`src/rtl/serial_shift_rx_if.sv`:
```
// Bundle of the four serial display wires plus the reconstructed frame and
// status outputs of the serial shift receiver.
interface serial_shift_rx_if #(
  parameter int WIDTH = 16,
  parameter int CNTW  = 7
);
  logic             s_clk;
  logic             s_dat;
  logic             s_clrn;
  logic             s_pen;
  logic [WIDTH-1:0] data_out;
  logic             frame_valid;
  logic             len_err;
  logic             overrun;
  logic             busy;
  logic [CNTW-1:0]  bit_cnt;

  modport master (
    output s_clk, s_dat, s_clrn, s_pen,
    input  data_out, frame_valid, len_err, overrun, busy, bit_cnt
  );

  modport slave (
    input  s_clk, s_dat, s_clrn, s_pen,
    output data_out, frame_valid, len_err, overrun, busy, bit_cnt
  );
endinterface

```
`src/rtl/serial_shift_rx.sv`:
```
// Oversampling receiver for the 4-wire shift-out display link: rebuilds the
// parallel frame a shift-register chain would present and flags bad frames.
module serial_shift_rx #(
  parameter int WIDTH = 16,
  parameter int CNTW  = 7
) (
  input  logic             clk,
  input  logic             RSTN,
  serial_shift_rx_if.slave bus
);

  localparam logic [0:0] IDLE  = 1'b0;
  localparam logic [0:0] SHIFT = 1'b1;

  localparam logic [CNTW-1:0] CNT_FULL = CNTW'(WIDTH);
  localparam logic [CNTW-1:0] CNT_SAT  = CNTW'(WIDTH + 1);

  // Pipes: [0] metastability flop, [1] synchronized value, [2] previous value.
  logic [2:0] clk_pipe;
  logic [2:0] pen_pipe;
  logic [1:0] dat_pipe;
  logic [1:0] clrn_pipe;

  logic [0:0]       state;
  logic [WIDTH-1:0] sr;
  logic [CNTW-1:0]  cnt;
  logic             ovr;
  logic [WIDTH-1:0] data_q;
  logic             fv_q;
  logic             len_q;

  logic             clk_rise;
  logic             pen_rise;
  logic             clr_active;
  logic             dat_sync;
  logic [WIDTH-1:0] sr_next;
  logic [CNTW-1:0]  cnt_next;
  logic             ovr_next;
  logic             latch;

  always_ff @(posedge clk or negedge RSTN) begin
    if (!RSTN) begin
      clk_pipe  <= '0;
      pen_pipe  <= '0;
      dat_pipe  <= '0;
      clrn_pipe <= '0;
    end else begin
      clk_pipe  <= {clk_pipe[1:0], bus.s_clk};
      pen_pipe  <= {pen_pipe[1:0], bus.s_pen};
      dat_pipe  <= {dat_pipe[0], bus.s_dat};
      clrn_pipe <= {clrn_pipe[0], bus.s_clrn};
    end
  end

  assign clk_rise   = clk_pipe[1] & ~clk_pipe[2];
  assign pen_rise   = pen_pipe[1] & ~pen_pipe[2];
  assign clr_active = ~clrn_pipe[1];
  assign dat_sync   = dat_pipe[1];

  // The shift result is computed first so that a coincident s_pen rise
  // latches a frame that already includes this cycle's bit.
  always_comb begin
    sr_next  = sr;
    cnt_next = cnt;
    ovr_next = ovr;
    if (clk_rise) begin
      sr_next = {sr[WIDTH-2:0], dat_sync};
      if (cnt != CNT_SAT) begin
        cnt_next = cnt + CNTW'(1);
      end
      if (cnt >= CNT_FULL) begin
        ovr_next = 1'b1;
      end
    end
    latch = pen_rise && (cnt_next != '0);
  end

  always_ff @(posedge clk or negedge RSTN) begin
    if (!RSTN) begin
      state  <= IDLE;
      sr     <= '0;
      cnt    <= '0;
      ovr    <= 1'b0;
      data_q <= '0;
      fv_q   <= 1'b0;
      len_q  <= 1'b0;
    end else begin
      fv_q <= 1'b0;
      if (clr_active) begin
        state <= IDLE;
        sr    <= '0;
        cnt   <= '0;
        ovr   <= 1'b0;
      end else if (latch) begin
        data_q <= sr_next;
        fv_q   <= 1'b1;
        len_q  <= (cnt_next != CNT_FULL);
        state  <= IDLE;
        sr     <= '0;
        cnt    <= '0;
        ovr    <= 1'b0;
      end else begin
        sr  <= sr_next;
        cnt <= cnt_next;
        ovr <= ovr_next;
        if (clk_rise) begin
          state <= SHIFT;
        end
      end
    end
  end

  assign bus.data_out    = data_q;
  assign bus.frame_valid = fv_q;
  assign bus.len_err     = len_q;
  assign bus.overrun     = ovr;
  assign bus.busy        = (state == SHIFT);
  assign bus.bit_cnt     = cnt;

endmodule

```
`src/flat_wrapper.sv`:
```
// flat-port wrapper written by rule: the top's interface ports become plain ports
module serial_shift_rx_flat 
#(
  parameter int WIDTH = 16,
  parameter int CNTW  = 7
)
  (clk, RSTN, bus_s_clk, bus_s_dat, bus_s_clrn, bus_s_pen, bus_data_out, bus_frame_valid, bus_len_err, bus_overrun, bus_busy, bus_bit_cnt);
  serial_shift_rx_if #(.WIDTH(WIDTH), .CNTW(CNTW)) bus_i ();
  input  logic clk;
  input  logic RSTN;
  input wire logic [$bits(bus_i.s_clk)-1:0] bus_s_clk;
  input wire logic [$bits(bus_i.s_dat)-1:0] bus_s_dat;
  input wire logic [$bits(bus_i.s_clrn)-1:0] bus_s_clrn;
  input wire logic [$bits(bus_i.s_pen)-1:0] bus_s_pen;
  output wire logic [$bits(bus_i.data_out)-1:0] bus_data_out;
  output wire logic [$bits(bus_i.frame_valid)-1:0] bus_frame_valid;
  output wire logic [$bits(bus_i.len_err)-1:0] bus_len_err;
  output wire logic [$bits(bus_i.overrun)-1:0] bus_overrun;
  output wire logic [$bits(bus_i.busy)-1:0] bus_busy;
  output wire logic [$bits(bus_i.bit_cnt)-1:0] bus_bit_cnt;
  assign bus_i.s_clk = bus_s_clk;
  assign bus_i.s_dat = bus_s_dat;
  assign bus_i.s_clrn = bus_s_clrn;
  assign bus_i.s_pen = bus_s_pen;
  assign bus_data_out = bus_i.data_out;
  assign bus_frame_valid = bus_i.frame_valid;
  assign bus_len_err = bus_i.len_err;
  assign bus_overrun = bus_i.overrun;
  assign bus_busy = bus_i.busy;
  assign bus_bit_cnt = bus_i.bit_cnt;
  serial_shift_rx #(.WIDTH(WIDTH), .CNTW(CNTW)) u_core (.clk(clk), .RSTN(RSTN), .bus(bus_i));
endmodule
```
`config.mk`:
```
export PLATFORM = sky130hd
export DESIGN_NAME = serial_shift_rx_flat
export DESIGN_NICKNAME = d
export VERILOG_FILES = /design/src/rtl/serial_shift_rx_if.sv /design/src/rtl/serial_shift_rx.sv /design/src/flat_wrapper.sv
export SDC_FILE = /design/constraint.sdc
export NUM_CORES = 1
export LEC_CHECK = 0
export ABC_AREA = 1
export CORE_AREA = 2 2 66 100
export CTS_CLUSTER_DIAMETER = 80
export DETAILED_ROUTE_END_ITERATION = 6
export DIE_AREA = 0 0 68 102
export DONT_BUFFER_PORTS = 1
export GPL_TIMING_DRIVEN = 1
export PLACE_DENSITY = 0.57
export SYNTH_ARGS = -nofsm -noshare
export SYNTH_HDL_FRONTEND = slang
export SYNTH_SLANG_ARGS = --single-unit
```
`constraint.sdc`:
```
create_clock -name clk -period 4.5 [get_ports clk]
set_input_delay 0.675 -clock clk [delete_from_list [all_inputs] [get_ports clk]]
set_output_delay 0.675 -clock clk [all_outputs]
set_load 0.01 [all_outputs]
```
==> flow_metrics.env <==
export IMPL_status="complete, no violations"
export IMPL_vias_per_cell=4.74
export IMPL_drc=0
export IMPL_grt_pass1_wl_um=7450
export IMPL_min_period_over_period_pct=55.4
export IMPL_grt_use_total_pct=14.1
export IMPL_critPathCaptureType="flip-flop"
export IMPL_synth_lib_cells_used_distinct=20
export IMPL_rr_startpoint="u_core.clk_pipe[2]"
export IMPL_dp_final_hpwl_um=3000
export IMPL_rsz0062_at_grt="false"
export IMPL_synth_top_area_share_pct=55.8
export IMPL_syn_mean_instance_area_um2=8.34
export IMPL_clock_latency_ns=0.30
export IMPL_crit_required_ns=4.72
export IMPL_holdBufCountCts=0
export IMPL_syn_to_final_growth_pct=5.00
export IMPL_yosysTopAreaCell="dfrtp_1"
export IMPL_wire_per_inst_um=12.4
export IMPL_cp_slowest_cell="nand2_1"
export IMPL_grt_pass1_vias=1628
export IMPL_syn_nets=294
export IMPL_peakVddDrop_mv=0.170
export IMPL_worst_setup_path_type="reg -> reg"
export IMPL_cp_start_kind="flip-flop"
export IMPL_antenna_found_initial=0
export IMPL_tightestPinTransition_ns=0.853
export IMPL_synthTopCellsByArea="dfrtp_1 (56%), nand2_1 (12%), inv_1 (7.3%)"
export IMPL_die_h_um=102
export IMPL_syn_instance_count=285
export IMPL_rows=35
export IMPL_skew_ns=0.00997
export IMPL_htreeDepth=2
export IMPL_gp_congestion=0.786
export IMPL_max_stage_delay_ns=0.62
export IMPL_maxSlewHeadroom_pct=43.0
export IMPL_wl_um=4420
export IMPL_vias=1682
export IMPL_nNetsFinal=290
export IMPL_fin_crit_ns=2.49
export IMPL_n_antenna_cell=0
export IMPL_grt_max_degree=54
export IMPL_reg2reg_depth=10
export IMPL_synth_warnings=0
export IMPL_drive_gt1_share_pct=5.69
export IMPL_p_leak_nw=1.22
export IMPL_path_buf_inv=1
export IMPL_die_w_um=68
export IMPL_clock_path_buffers=2
export IMPL_report_final_slew_viol_count=0
export IMPL_finalSetupViolCount=0
export IMPL_rrSetupSlack_ns=2.01
export IMPL_grt_overflow_total=0
export IMPL_die_area_um2=6940
export IMPL_path_cells="inv_1, nand2_1, o21bai_1, nand2_1, nand3_1, nor2_2, nand2_4, nand2_2, nand2_2, nor2_1"
export IMPL_cp_arrival_ns=2.71
export IMPL_clk_pin_slew_worst_paths_ns=0.09
export IMPL_synthesis_area_um2=2380
export IMPL_dr_pass1_iters=4
export IMPL_finalHoldViolations=0
export IMPL_cts_resized=0
export IMPL_cts_root_buffer="clkbuf_8"
export IMPL_path_delay_family="simple AND/OR/NAND/NOR gates"
export IMPL_hold_class="in -> async"
export IMPL_drt_iter0_markers=41
export IMPL_cts_made_buffers=5
export IMPL_cp_max_fo=33
export IMPL_initial_core_util_pct=39.3
export IMPL_cts_sinks=53
export IMPL_core_um2=6040
export IMPL_num_io_pins=33
export IMPL_maxCapViolCount=0
export IMPL_power_density_nw_per_um2=330
export IMPL_r2r_end="u_core.sr[7]"
export IMPL_finalSetupTns_ns=0
export IMPL_ant_nets=0
export IMPL_max_freq_ghz=0.401
export IMPL_yosys_register_bits=53
export IMPL_tritoncts="yes"
export IMPL_holdWs_ns=0.0594
export IMPL_yosysSeqAreaShare_pct=55.8
export IMPL_port_buffer_count=0
export IMPL_postCtsSetupBuffers=0
==> synthesized netlist by cell type <==
cell type / number
nand2_1: 79
nand2_2: 2
o21bai_1: 1
nor2_4: 1
clkbuf_1: 5
ha_1: 3
buf_6: 2
nand3_2: 1
a21oi_1: 1
nor2_1: 33
nand3_1: 12
buf_2: 3
dfrtp_1: 53
o21ai_0: 16
inv_1: 46
or2_2: 1
nand4_1: 21
nand2_4: 1
buf_4: 2
nor2_2: 2
==> state kept, by name, summed over array words and instances, names as in the netlist <==
| signal | count |
|---|---|
| u_core.bus.data_out | 16 |
| u_core.bus.overrun | 1 |
| u_core.clk_pipe | 3 |
| u_core.clrn_pipe | 2 |
| u_core.bus.len_err | 1 |
| u_core.bus.bit_cnt | 7 |
| u_core.bus.busy | 1 |
| u_core.sr | 16 |
| u_core.pen_pipe | 3 |
| u_core.dat_pipe | 2 |
| u_core.bus.frame_valid | 1 |
==> worst reg2reg max path, stage by stage, from the launching register on <==
cell and delay (ns):
dfrtp_1 0.39, inv_1 0.07, nand2_1 0.62, o21bai_1 0.17, nand2_1 0.12, nand3_1 0.10, nor2_2 0.18, nand2_4 0.17
nand2_2 0.11, nand2_2 0.28, nor2_1 0.20
==> cells in the final DEF (no fill, tap or decap) <==
master       n
nand2_1     79
dfrtp_1     53
inv_1       46
nor2_1      33
nand4_1     21
o21ai_0     16
nand3_1     12
clkbuf_8     6
ha_1         3
nor2_2       2
nand2_2      2
nor2_4       1
o21bai_1     1
nand2_4      1
nand3_2      1
or2_2        1
a21oi_1      1
clkinvlp_4   1
buf_4        1
==> report_power, final <==
| part | total [mW] | switching, mW | internal, mW |
|---|---|---|---|
| registers | 0.509 | 0.0177 | 0.491 |
| logic | 0.0484 | 0.0356 | 0.0128 |
| clock network | 0.267 | 0.145 | 0.122 |
| total | 0.824 | 0.198 | 0.626 |
==> metal layers <==
| layer | global-route usage (%) | share of wire, % | wire length [um] |
|---|---|---|---|
| met5 | 0 | 0 | 0 |
| met2 | 24.4 | 50 | 2190 |
| met4 | 4.62 | 1.4 | 64 |
| met3 | 2.53 | 4.2 | 184 |
| met1 | 17.3 | 45 | 1980 |
==> stage by stage <==
step / power (mW) / cell area, um^2 / worst slack, ns / utilization, % / std cells
finish: 0.824 / 2490 / 2.01 / 41.3 / 355
floorplan: 0.559 / 2380 / 2.68 / - / 285
CTS: 0.837 / 2490 / 1.96 / 41.3 / 355
global placement: 0.567 / 2400 / 2.10 / 39.8 / 348
global route: 0.866 / 2490 / 1.68 / 41.3 / 355
detailed placement: 0.567 / 2400 / 2.00 / 39.8 / 348
==> cell type report <==
type | count | area (um^2)
flip-flops and latches | 53 | 1330
multi-input cells | 174 | 806
fillers | 605 | 3550
clock inverters | 1 | 7.51
repair buffers | 1 | 7.51
clock buffers | 6 | 82.6
inverters | 46 | 173
well taps | 74 | 92.6
==> how the worst max path moves through the flow <==
stage,slack (ns),cells after the start,endpoint,startpoint
floorplan,2.68,13,u_core.bus.data_out[10],u_core.bus.bit_cnt[0]
global placement,2.10,10,u_core.bus.len_err,u_core.clk_pipe[2]
detailed placement,2.00,10,u_core.bus.data_out[5],u_core.clk_pipe[2]
CTS,1.96,10,u_core.bus.data_out[5],u_core.clk_pipe[2]
global route,1.68,10,u_core.bus.bit_cnt[1],u_core.clk_pipe[2]
finish,2.01,10,u_core.sr[7],u_core.clk_pipe[2]
==> kinds of logic after synthesis <==
group | after synthesis | synth area share (%)
AO/OA/AOI/OAI | 18 | 3.90
adder cells (fa/ha/maj) | 3 | 1.58
flip-flops | 53 | 55.8
buffers and inverters | 58 | 10.3
AND/OR/NAND/NOR | 153 | 28.4
Power figures use the tool's default switching activity.
